===== src/rtl/gpio_cfg_pkg.sv =====
// Shared state encoding and default sizing for the GPIO configuration chain loader.
package gpio_cfg_pkg;

  localparam int DEF_NUM_PADS      = 14;
  localparam int DEF_PAD_CTRL_BITS = 12;
  localparam int DEF_CLK_DIV       = 2;

  typedef enum logic [2:0] {
    IDLE,
    FETCH,
    LATCH,
    SHIFT_LO,
    SHIFT_HI,
    LOAD,
    DONE
  } cfg_state_t;

endpackage


===== src/rtl/gpio_cfg_clkdiv.sv =====
// Phase timer: counts mclk cycles while a timed state is active and flags the last cycle.
module gpio_cfg_clkdiv #(
  parameter int CLK_DIV = 2
) (
  input  logic mclk,
  input  logic resetn,
  input  logic run,
  input  logic long_phase,
  output logic phase_end
);

  // Wide enough for the double-length load phase (2*CLK_DIV-1) without wrapping.
  localparam int CW = $clog2(2 * CLK_DIV);
  localparam logic [CW-1:0] SHORT_LAST = CW'(CLK_DIV - 1);
  localparam logic [CW-1:0] LONG_LAST  = CW'(2 * CLK_DIV - 1);

  logic [CW-1:0] cnt;

  assign phase_end = run && (cnt == (long_phase ? LONG_LAST : SHORT_LAST));

  always_ff @(posedge mclk) begin
    if (!resetn) begin
      cnt <= '0;
    end else if (!run || phase_end) begin
      cnt <= '0;
    end else begin
      cnt <= cnt + 1'b1;
    end
  end

endmodule


===== src/rtl/gpio_cfg_loader.sv =====
// Reads one config word per pad and shifts the whole gpio_control_block chain, then pulses load.
module gpio_cfg_loader
  import gpio_cfg_pkg::*;
#(
  parameter int NUM_PADS      = DEF_NUM_PADS,
  parameter int PAD_CTRL_BITS = DEF_PAD_CTRL_BITS,
  parameter int CLK_DIV       = DEF_CLK_DIV,
  localparam int AW = (NUM_PADS > 1) ? $clog2(NUM_PADS) : 1,
  localparam int BW = (PAD_CTRL_BITS > 1) ? $clog2(PAD_CTRL_BITS) : 1
) (
  input  logic                     mclk,
  input  logic                     resetn,
  input  logic                     cfg_start,
  output logic [AW-1:0]            cfg_rd_addr,
  input  logic [PAD_CTRL_BITS-1:0] cfg_rd_data,
  output logic                     serial_clock,
  output logic                     serial_data,
  output logic                     serial_load,
  output logic                     busy,
  output logic                     done,
  output logic                     start_ovr
);

  localparam logic [AW-1:0] LAST_PAD = AW'(NUM_PADS - 1);
  localparam logic [BW-1:0] LAST_BIT = BW'(PAD_CTRL_BITS - 1);

  cfg_state_t               state;
  logic [AW-1:0]            pad;
  logic [BW-1:0]            bit_idx;
  logic [PAD_CTRL_BITS-1:0] shreg;
  logic                     phase_end;
  logic                     timed;

  assign timed = (state == SHIFT_LO) || (state == SHIFT_HI) || (state == LOAD);

  gpio_cfg_clkdiv #(.CLK_DIV(CLK_DIV)) u_clkdiv (
    .mclk       (mclk),
    .resetn     (resetn),
    .run        (timed),
    .long_phase (state == LOAD),
    .phase_end  (phase_end)
  );

  // Address and data come straight from flops, so the outputs stay registered.
  assign cfg_rd_addr = pad;
  assign serial_data = shreg[PAD_CTRL_BITS-1];

  always_ff @(posedge mclk) begin
    if (!resetn) begin
      state        <= IDLE;
      pad          <= '0;
      bit_idx      <= '0;
      shreg        <= '0;
      serial_clock <= 1'b0;
      serial_load  <= 1'b0;
      busy         <= 1'b0;
      done         <= 1'b0;
      start_ovr    <= 1'b0;
    end else begin
      done <= 1'b0;
      if (cfg_start && state != IDLE) begin
        start_ovr <= 1'b1;
      end
      case (state)
        IDLE: begin
          if (cfg_start) begin
            state     <= FETCH;
            pad       <= LAST_PAD;
            busy      <= 1'b1;
            start_ovr <= 1'b0;
          end
        end
        FETCH: state <= LATCH;
        LATCH: begin
          shreg   <= cfg_rd_data;
          bit_idx <= LAST_BIT;
          state   <= SHIFT_LO;
        end
        SHIFT_LO: begin
          if (phase_end) begin
            serial_clock <= 1'b1;
            state        <= SHIFT_HI;
          end
        end
        // The falling edge is the only point where the data bit may advance.
        SHIFT_HI: begin
          if (phase_end) begin
            serial_clock <= 1'b0;
            if (bit_idx != '0) begin
              bit_idx <= bit_idx - 1'b1;
              shreg   <= shreg << 1;
              state   <= SHIFT_LO;
            end else if (pad != '0) begin
              pad   <= pad - 1'b1;
              state <= FETCH;
            end else begin
              serial_load <= 1'b1;
              state       <= LOAD;
            end
          end
        end
        LOAD: begin
          if (phase_end) begin
            serial_load <= 1'b0;
            done        <= 1'b1;
            state       <= DONE;
          end
        end
        DONE: begin
          busy  <= 1'b0;
          state <= IDLE;
        end
        default: state <= IDLE;
      endcase
    end
  end

endmodule


===== config.mk =====
export PLATFORM = sky130hd
export DESIGN_NAME = gpio_cfg_loader
export DESIGN_NICKNAME = d
export VERILOG_FILES = /design/src/rtl/gpio_cfg_pkg.sv /design/src/rtl/gpio_cfg_clkdiv.sv /design/src/rtl/gpio_cfg_loader.sv
export SDC_FILE = /design/constraint.sdc
export NUM_CORES = 1
export LEC_CHECK = 0
export BUFFER_PORTS_ARGS = -buffer_cell sky130_fd_sc_hd__buf_4
export CORE_MARGIN = 2
export CORE_UTILIZATION = 39
export DETAILED_ROUTE_END_ITERATION = 10
export GPL_TIMING_DRIVEN = 0
export PLACE_DENSITY = 0.57
export SLEW_MARGIN = 25
export SYNTH_ARGS = -nofsm -noshare
export SYNTH_HDL_FRONTEND = slang
export SYNTH_SLANG_ARGS = --single-unit

===== constraint.sdc =====
create_clock -name mclk -period 4.2 [get_ports mclk]
set_input_delay 0.84 -clock mclk [delete_from_list [all_inputs] [get_ports mclk]]
set_output_delay 0.84 -clock mclk [all_outputs]
set_load 0.05 [all_outputs]

==> results of run 1 <==
[registers in the layout, summed over array words and instances, names as in the netlist, named ones only]
name / flops
shreg: 12
bit_idx: 4
cfg_rd_addr: 4
state: 3
u_clkdiv.cnt: 2
busy: 1
done: 1
serial_clock: 1
serial_load: 1
[stage by stage]
step                      worst slack [ps]  area [µm²]
after floorplan                       2130        1590
after global placement                2030        1830
after detailed placement              1940        1830
after CTS                             1910        1920
after global routing                  1690        1920
final                                 1910        1920
[logic make-up (layout without fill, tap and decap cells)]
logic type      after synthesis  after routing  share of synthesized area [%]
flops                        30             30                           37.8
mux                           2              2                           1.34
xor+xnor                      2              2                           1.10
fa+ha+maj                     3              3                           2.36
compound gates               66             66                           28.3
simple gates                 73             73                           23.1
buf+inv                      25             57                           5.99
[final timing paths]
| path | from | endpoint | slack (ps) | depth (start not counted) |
|---|---|---|---|---|
| setup / recovery | bit_idx[0] | shreg[8] | 1910 | 7 |
| hold / removal | shreg[3] | shreg[4] | 480 | 2 |
| setup reg to reg | bit_idx[0] | shreg[8] | 1910 | 7 |
| hold reg to reg | shreg[3] | shreg[4] | 480 | 2 |
[area by class of cell]
class / instances / area (µm²)
Buffer: 16 / 61.3
Clock buffer: 7 / 86.3
Clock inverter: 1 / 5.00
Fill cell: 420 / 2050
Inverter: 9 / 33.8
Multi-Input combinational cell: 146 / 892
Sequential cell: 30 / 601
Tap cell: 50 / 62.6
Timing Repair Buffer: 24 / 180
[worst register-to-register path, delay by kind of cell (launching register included)]
family                     cells  cell delay, ps
AOI/OAI and AO/OA              2             700
and+or+nand+nor                2             630
DFF                            1             320
adders and majority gates      1             180
buffers and inverters          2             360
[power groups by stage]
stage	combinational [W]	sequential, W	clock [W]
floorplan	0.000106	0.000361	0
global placement	0.000183	0.000337	0
detailed placement	0.000187	0.000338	0
CTS	0.000187	0.000332	0.000247
global route	0.000207	0.000336	0.000263
finish	0.000187	0.000333	0.000238
[metal layers]
layer / up-vias / wire, µm / track usage, %
met5: - / 0 / 0
met4: 0 / 34 / 6.75
met3: 4 / 185 / 4.50
met2: 34 / 1930 / 30.0
met1: 745 / 1990 / 27.9
li1: 802 / - / -
[cells in the mapped netlist, drive strengths merged (2+ instances only)]
cell type | number | share of area (%)
dfxtp | 30 | 38
nand2 | 26 | 6.1
a21oi | 21 | 6.6
clkbuf | 15 | 3.5
a311oi | 11 | 6.1
nor2 | 11 | 2.6
inv | 9 | 2.1
o21ai | 7 | 2.2
nor3 | 6 | 1.9
a211oi | 4 | 1.9
nand2b | 4 | 1.6
nand3 | 4 | 1.3
nor2b | 4 | 1.6
or3 | 4 | 1.6
a31oi | 3 | 1.2
ha | 3 | 2.4
a21boi | 2 | 0.95
and3 | 2 | 0.79
nor3b | 2 | 0.95
nor4 | 2 | 0.79
o22ai | 2 | 0.79
o31a | 2 | 1.1
o31ai | 2 | 0.95
or3b | 2 | 1.1
==> results.sh, run 1 <==
export IMPL_status="finished clean"
export IMPL_start_kind="flop"
export IMPL_core_um2=3970
export IMPL_clock_skew_ps=5.28
export IMPL_die_height_um=67.8
export IMPL_ys_warn_count=0
export IMPL_dr_pass1_iters=4
export IMPL_num_rows=23
export IMPL_drt_wirelength_per_cell_um=14.6
export IMPL_p_seq_share_pct=43.9
export IMPL_critical_path_class="reg -> reg"
export IMPL_crit_family="compound AO/OA/AOI/OAI gates"
export IMPL_required_ps=4380
export IMPL_sw_frac_of_total_pct=32.1
export IMPL_async_flop_share_pct=0
export IMPL_synth_fp_nets=219
export IMPL_drive_gt1_share_pct=15.5
export IMPL_cap_viol_max_count=0
export IMPL_max_slew_worst_pin_slew_ps=551
export IMPL_yosysSeqAreaShare_pct=37.8
export IMPL_ir_drop_mv=0.199
export IMPL_fmax_ghz=0.436
export IMPL_intPower_w=0.000515
export IMPL_dpl_hpwl_mm=3.04
export IMPL_clk_pin_slew_worst_paths_ps=60
export IMPL_hold_path_class="reg -> reg"
export IMPL_whs_ps=481
export IMPL_hold_viol=0
export IMPL_synth_cell_type_count=48
export IMPL_setup_tns_final_ps=0
export IMPL_ios=25
export IMPL_gp_congestion=0.841
export IMPL_rsz0062_at_grt="false"
export IMPL_netlist_instances=201
export IMPL_cts_tree="done"
export IMPL_finalCritPeriodShare_pct=54.6
export IMPL_placed_cells=275
export IMPL_drtIter0Drc=129
export IMPL_grt_pass1_vias=1417
export IMPL_io_buffer_count=24
export IMPL_die_x_um=67.8
export IMPL_grt_usage_pct=19.9
export IMPL_clkLatencyLatePin_ps=280
export IMPL_wirelength_mm=4.14
export IMPL_drc=0
export IMPL_nets=250
export IMPL_endpoint_kind="flop"
export IMPL_synth_edf_count=0
export IMPL_grt_max_degree=11
export IMPL_critPathSlowestCell="or3b_2"
export IMPL_synth_seq_cells=30
export IMPL_cts_setup_buffers=0
export IMPL_instances_no_fill=283
export IMPL_grt_overflow=0
export IMPL_pwr_share_comb_pct=24.6
export IMPL_ant_nets=0
export IMPL_cts_hold_buf=0
export IMPL_pwr_density_cell_nw_per_um2=394
export IMPL_cts_buffers=5
export IMPL_fin_crit_ps=2290
export IMPL_htree_levels=2
export IMPL_relSlewSlack_pct=63.3
export IMPL_power_frac_clock_pct=31.4
export IMPL_leakage_nw=0.734
export IMPL_start_util_pct=40.0
export IMPL_ys_flop_type="dfxtp_1"
export IMPL_cts_repair_resize_count=0
export IMPL_cpPeakStageDelay_ps=510
export IMPL_cts_sinks=30
export IMPL_critical_path_buf_inv_count=2
export IMPL_slew_viol_final=0
export IMPL_syn_to_final_growth_pct=21.0
export IMPL_critPathMaxFanout=10
export IMPL_mostFrequentLayoutCell="dfxtp_1"
export IMPL_power_w=0.000758
export IMPL_antenna_found_initial=0
export IMPL_synth_area_per_cell_um2=7.90
export IMPL_via_per_inst=5.60
export IMPL_finish_utilization_pct=48.4
export IMPL_setup_violations=0
export IMPL_syn_cell_area_um2=1590
export IMPL_clk_path_buf_depth=2
export IMPL_path_cells="inv_1 > ha_1 > or3b_2 > a31oi_1 > nor2_1 > clkbuf_1 > a311oi_1"
export IMPL_grt_pass1_wl_mm=6.76
export IMPL_n_antenna_cell=0
export IMPL_routed_via_count=1585
export IMPL_clock_root_buffer="clkbuf_8"
export IMPL_crit_arrival_ps=2470
export IMPL_design_die_area_um2=4600
export IMPL_p_switching_w=0.000243
export IMPL_layout_common_cells="dfxtp_1, nand2_1, buf_4"
No activity file was read; power rests on OpenSTA's default activity.
==> run 2: changes to the inputs <==
--- a/config.mk
+++ b/config.mk
@@ -10,7 +10,7 @@
 export CORE_UTILIZATION = 39
 export DETAILED_ROUTE_END_ITERATION = 10
 export GPL_TIMING_DRIVEN = 0
-export PLACE_DENSITY = 0.57
+export PLACE_DENSITY = 0.6
 export SLEW_MARGIN = 25
 export SYNTH_ARGS = -nofsm -noshare
 export SYNTH_HDL_FRONTEND = slang
==> constraint.sdc (replaced) <==
create_clock -name mclk -period 2 [get_ports mclk]
set_input_delay 0.4 -clock mclk [delete_from_list [all_inputs] [get_ports mclk]]
set_output_delay 0.4 -clock mclk [all_outputs]
set_load 0.05 [all_outputs]
==> results.sh, run 2 (synthesized netlist as in run 1, its figures left out) <==
export IMPL_design_die_area_um2=4600
export IMPL_drc=0
export IMPL_wirelength_mm=4.09
export IMPL_core_um2=3970
export IMPL_hold_depth=3
export IMPL_pwr_share_comb_pct=24.4
export IMPL_r2r_start="bit_idx[0]"
export IMPL_cts_tree="done"
export IMPL_regMostFlops="shreg"
export IMPL_dpl_hpwl_mm=2.88
export IMPL_hold_path_class="in -> reg"
export IMPL_mostFrequentLayoutCell="buf_4"
export IMPL_grt_pass1_wl_mm=6.85
export IMPL_ant_nets=0
export IMPL_required_ps=2180
export IMPL_worstHoldEndpoint="shreg[0]"
export IMPL_drive_gt1_share_pct=22.6
export IMPL_hold_start="cfg_rd_data[0]"
export IMPL_pwr_density_cell_nw_per_um2=868
export IMPL_grt_pass1_vias=1468
export IMPL_ir_drop_mv=0.460
export IMPL_clock_root_buffer="clkbuf_8"
export IMPL_endpoint_kind="flop"
export IMPL_grt_overflow=0
export IMPL_startpoint="bit_idx[0]"
export IMPL_critPathMaxFanout=4
export IMPL_largest_reg_flops=12
export IMPL_layout_common_cells="buf_4, nand2_1, dfxtp_1"
export IMPL_clk_path_buf_depth=2
export IMPL_place_ws_ps=-231
export IMPL_p_switching_w=0.000548
export IMPL_clkLatencyLatePin_ps=290
export IMPL_placed_cells=275
export IMPL_dr_pass1_iters=4
export IMPL_die_height_um=67.8
export IMPL_worstRegToRegCells=6
export IMPL_reg2reg_slack_ps=40
export IMPL_via_per_inst=5.52
export IMPL_num_rows=23
export IMPL_start_util_pct=40.0
export IMPL_slew_viol_final=0
export IMPL_fin_crit_ps=1960
export IMPL_leakage_nw=0.766
export IMPL_critical_path_class="reg -> reg"
export IMPL_instances_no_fill=284
export IMPL_grt_max_degree=11
export IMPL_clock_skew_ps=8.95
export IMPL_gp_congestion=0.777
export IMPL_max_slew_worst_pin_slew_ps=516
export IMPL_n_antenna_cell=0
export IMPL_htree_levels=2
export IMPL_cts_hold_buf=0
export IMPL_fmax_ghz=0.511
export IMPL_hold_viol=0
export IMPL_cap_viol_max_count=0
export IMPL_io_buffer_count=24
export IMPL_start_kind="flop"
export IMPL_drt_wirelength_per_cell_um=14.4
export IMPL_crit_arrival_ps=2130
export IMPL_cts_sinks=30
export IMPL_intPower_w=0.00119
export IMPL_antenna_found_initial=0
export IMPL_cts_buffers=5
export IMPL_rr_endpoint="cfg_rd_addr[1]"
export IMPL_whs_ps=365
export IMPL_relSlewSlack_pct=65.6
export IMPL_setup_violations=0
export IMPL_ios=25
export IMPL_status="finished clean"
export IMPL_clk_pin_slew_worst_paths_ps=70
export IMPL_routed_via_count=1569
export IMPL_sw_frac_of_total_pct=31.5
export IMPL_drtIter0Drc=68
export IMPL_syn_to_final_growth_pct=26.3
export IMPL_p_seq_share_pct=40.2
export IMPL_power_frac_clock_pct=35.4
export IMPL_finish_utilization_pct=50.5
export IMPL_layout_setup_ws_ps=44.1
export IMPL_finalCritPeriodShare_pct=97.8
export IMPL_nets=251
export IMPL_die_x_um=67.8
export IMPL_grt_usage_pct=19.8
==> run 2: cell count changes in the layout (fill, tap and decap cells not counted), moves of 3 or more <==
cell / delta
clkbuf_1: -5
dfxtp_1: -4
dfxtp_2: +4
buf_4: +3
==> run 2: metrics by stage <==
stage | setup TNS (ps) | instance area, µm² | power (W)
2_1_floorplan | 0 | 1590 | 0.000982
3_3_place_gp | -2220 | 1830 | 0.00110
3_5_place_dp | -2340 | 1830 | 0.00110
4_1_cts | 0 | 1960 | 0.00171
5_1_grt | -11.6 | 2010 | 0.00182
6_report | 0 | 2010 | 0.00174
==> run 2: power by group through the flow <==
stage / clock network, W / registers, W / logic, W
after floorplan: 0 / 0.000759 / 0.000223
after global placement: 0 / 0.000710 / 0.000386
after detailed placement: 0 / 0.000712 / 0.000386
after CTS: 0.000617 / 0.000699 / 0.000397
after global routing: 0.000644 / 0.000708 / 0.000472
final: 0.000617 / 0.000699 / 0.000424
==> run 2: worst max-delay path, stage by stage (launching register included) <==
cell,delay (ps)
dfxtp_2,330
inv_2,90
ha_4,130
or3b_4,410
or3_4,380
or3_4,350
mux2i_2,160
==> run 2: area by class of cell <==
cell class	instances	area, µm²
clock buffer	5	68.8
buffer	14	56.3
sequential	30	606
timing repair buffer	27	203
multi-input combinational	146	936
fill	430	1970
clock inverter	3	40.0
tap	50	62.6
inverter	9	33.8
==> run 2: worst max path at each step <==
stage | endpoint | slack, ps | cells after the start
finish | cfg_rd_addr[1] | 40 | 6
global route | cfg_rd_addr[1] | -10 | 6
CTS | shreg[5] | 20 | 7
detailed placement | shreg[11] | -230 | 7
global placement | shreg[9] | -230 | 7
floorplan | cfg_rd_addr[1] | 50 | 6
==> run 2: repair_timing <==
item | CTS | global route
setup endpoints to repair | 13 | 12
resized for setup | 5 | 11
pin swaps | 0 | 1
buffers inserted | 0 | 3
==> run 2: per-layer routing <==
layer / vias up / track usage, % / share of wire, %
met3: 11 / 4.00 / 5.1
met2: 42 / 30.8 / 47
met4: 0 / 8.75 / 2.4
met1: 717 / 26.6 / 46
met5: - / 0 / 0
li1: 799 / - / -
==> run 3: changes to the inputs <==
--- a/config.mk
+++ b/config.mk
@@ -14,4 +14,5 @@
 export SLEW_MARGIN = 25
 export SYNTH_ARGS = -nofsm -noshare
 export SYNTH_HDL_FRONTEND = slang
+export SYNTH_HIERARCHICAL = 1
 export SYNTH_SLANG_ARGS = --single-unit
==> results.sh, run 3 <==
export IMPL_status="finished clean"
export IMPL_hold_depth=3
export IMPL_cts_sinks=30
export IMPL_hold_path_class="in -> reg"
export IMPL_fmax_ghz=0.501
export IMPL_async_flop_share_pct=0
export IMPL_drt_wirelength_per_cell_um=15.9
export IMPL_hold_viol=0
export IMPL_p_seq_share_pct=42.2
export IMPL_cts_buffers=5
export IMPL_pwr_share_comb_pct=21.8
export IMPL_core_um2=3970
export IMPL_synth_seq_cells=30
export IMPL_pwr_density_cell_nw_per_um2=716
export IMPL_num_rows=23
export IMPL_mostFrequentLayoutCell="buf_4"
export IMPL_ys_flop_type="dfxtp_1"
export IMPL_die_height_um=67.8
export IMPL_hold_start="cfg_start"
export IMPL_clkLatencyLatePin_ps=280
export IMPL_leakage_nw=0.895
export IMPL_rr_endpoint="shreg[5]"
export IMPL_antenna_found_initial=0
export IMPL_routed_via_count=1518
export IMPL_whs_ps=407
export IMPL_clk_pin_slew_worst_paths_ps=60
export IMPL_r2r_start="state[2]"
export IMPL_syn_cell_area_um2=1590
export IMPL_clock_skew_ps=4.35
export IMPL_power_frac_clock_pct=36.0
export IMPL_fin_crit_ps=2000
export IMPL_largest_reg_flops=12
export IMPL_regMostFlops="shreg"
export IMPL_sw_frac_of_total_pct=29.1
export IMPL_grt_max_degree=12
export IMPL_via_per_inst=5.56
export IMPL_die_x_um=67.8
export IMPL_setup_violations=0
export IMPL_final_cell_area_um2=2210
export IMPL_ios=25
export IMPL_clock_root_buffer="clkbuf_8"
export IMPL_start_util_pct=39.9
export IMPL_synth_most_common_cell="dfxtp_1"
export IMPL_start_kind="flop"
export IMPL_cts_tree="done"
export IMPL_syn_to_final_growth_pct=39.0
export IMPL_relSlewSlack_pct=52.4
export IMPL_grt_pass1_vias=1445
export IMPL_instances_no_fill=273
export IMPL_p_switching_w=0.000459
export IMPL_max_slew_worst_pin_slew_ps=713
export IMPL_gp_congestion=0.827
export IMPL_synth_fp_nets=193
export IMPL_layout_common_cells="buf_4, dfxtp_1, nor2_1, mux2i_1, o211ai_1"
export IMPL_reg2reg_slack_ps=3
export IMPL_crit_arrival_ps=2130
export IMPL_nets=240
export IMPL_power_w=0.00158
export IMPL_ys_warn_count=6
export IMPL_synth_cell_type_count=49
export IMPL_synth_top_area_share_pct=37.9
export IMPL_ir_drop_mv=0.620
export IMPL_slew_viol_final=0
export IMPL_drtIter0Drc=97
export IMPL_dr_pass1_iters=4
export IMPL_worstRegToRegCells=10
export IMPL_grt_pass1_wl_mm=6.91
export IMPL_grt_overflow=0
export IMPL_yosysSeqAreaShare_pct=37.9
export IMPL_drc=0
export IMPL_netlist_instances=175
export IMPL_wirelength_mm=4.33
export IMPL_dpl_hpwl_mm=2.85
export IMPL_endpoint_kind="flop"
export IMPL_htree_levels=2
export IMPL_finalCritPeriodShare_pct=99.8
export IMPL_yosys_area_top_type="dfxtp_1"
export IMPL_ant_nets=0
export IMPL_intPower_w=0.00112
export IMPL_required_ps=2140
export IMPL_finish_utilization_pct=55.5
export IMPL_placed_cells=249
export IMPL_critPathMaxFanout=6
export IMPL_fillCellCount=352
export IMPL_synth_edf_count=0
export IMPL_design_die_area_um2=4590
export IMPL_critical_path_class="reg -> reg"
export IMPL_synth_area_leaders="dfxtp_1, mux2i_1, o41ai_1, o211ai_1, o21ai_0"
export IMPL_grt_usage_pct=20.7
export IMPL_clk_path_buf_depth=2
export IMPL_drive_gt1_share_pct=36.8
export IMPL_synth_area_per_cell_um2=9.07
export IMPL_n_antenna_cell=0
export IMPL_dpl_cell_area_um2=1880
export IMPL_rsz0062_at_grt="true"
export IMPL_io_buffer_count=24
export IMPL_cap_viol_max_count=0
[run 3: cell types whose count changed in the layout (fill, tap and decap cells not counted), moves of 3 or more]
cell / delta
nand2_1: -18
buf_4: +14
a21oi_1: -13
a311oi_1: -11
mux2i_1: +11
o211ai_1: +11
o41ai_2: +9
buf_6: +6
clkbuf_1: -6
clkbuf_8: +4
nand3_1: -4
a211oi_1: -3
nor3_1: -3
o21ai_0: +3
[run 3: layer usage]
layer / part of all wire [%] / global-route usage, % / wire length (µm)
met1: 44 / 25.2 / 1900
met5: 0 / 0 / 0
met4: 1.6 / 9.00 / 71
met2: 49 / 34.6 / 2140
met3: 5.1 / 5.00 / 219
[run 3: kinds of logic (layout without fill, tap and decap cells)]
| family | count (synthesis) | count (layout) | synth area share [%] |
|---|---|---|---|
| and+or+nand+nor | 46 | 46 | 17.2 |
| buffers and inverters | 23 | 71 | 6.55 |
| AOI/OAI and AO/OA | 61 | 61 | 28.5 |
| xor gates and xnor gates | 1 | 1 | 0.552 |
| DFF | 30 | 30 | 37.9 |
| muxes | 11 | 11 | 6.94 |
| adders and majority gates | 3 | 3 | 2.37 |
[run 3: critical path, cell delays in order, from the launching register on]
cell	delay, ps
dfxtp_2	330
buf_6	90
nor2b_4	150
and2_4	170
xnor2_2	100
and3_4	220
and3b_2	220
a21oi_4	100
buf_6	140
o211ai_1	210
o41ai_2	120
[run 3: worst max path at each step]
stage,startpoint,end,slack [ps],depth (start not counted)
after floorplan,state[0],shreg[10],6,11
after global placement,state[0],shreg[10],-150,11
after detailed placement,state[0],cfg_rd_addr[0],-210,9
after CTS,state[2],shreg[9],2,11
after global routing,state[2],shreg[5],-100,10
final,state[2],shreg[5],3,10
[run 3: final cells by class]
type / instances / area, µm² / area share (%)
sequential: 30 / 607 / 27.5
buffer: 12 / 90.1 / 4.08
multi-input combinational: 122 / 980 / 44.4
inverter: 9 / 33.8 / 1.53
tap: 50 / 62.6 / 2.84
clock buffer: 8 / 110 / 4.99
timing repair buffer: 42 / 323 / 14.6
[run 3: what timing repair did]
item / CTS / global route
pin swaps: 8 / 6
hold buffers: 0 / 0
endpoints found under the setup margin: 18 / 22
gates resized for setup: 11 / 12
buffers inserted: 13 / 3
gates cloned: 2 / 0
[run 3: power groups by stage]
| stage | clock network (W) | logic, W | registers [W] |
|---|---|---|---|
| after detailed placement | 0 | 0.000299 | 0.000681 |
| after floorplan | 0 | 0.000173 | 0.000714 |
| after CTS | 0.000579 | 0.000330 | 0.000665 |
| after global routing | 0.000622 | 0.000371 | 0.000671 |
| final | 0.000569 | 0.000345 | 0.000666 |
| after global placement | 0 | 0.000292 | 0.000679 |
[run 3: metrics by stage]
stage | worst slack, ps | setup TNS (ps)
3_5_place_dp | -211 | -2500
4_1_cts | 2.22 | 0
2_1_floorplan | 5.60 | 0
5_1_grt | -103 | -504
3_3_place_gp | -155 | -1740
6_report | 3.16 | 0
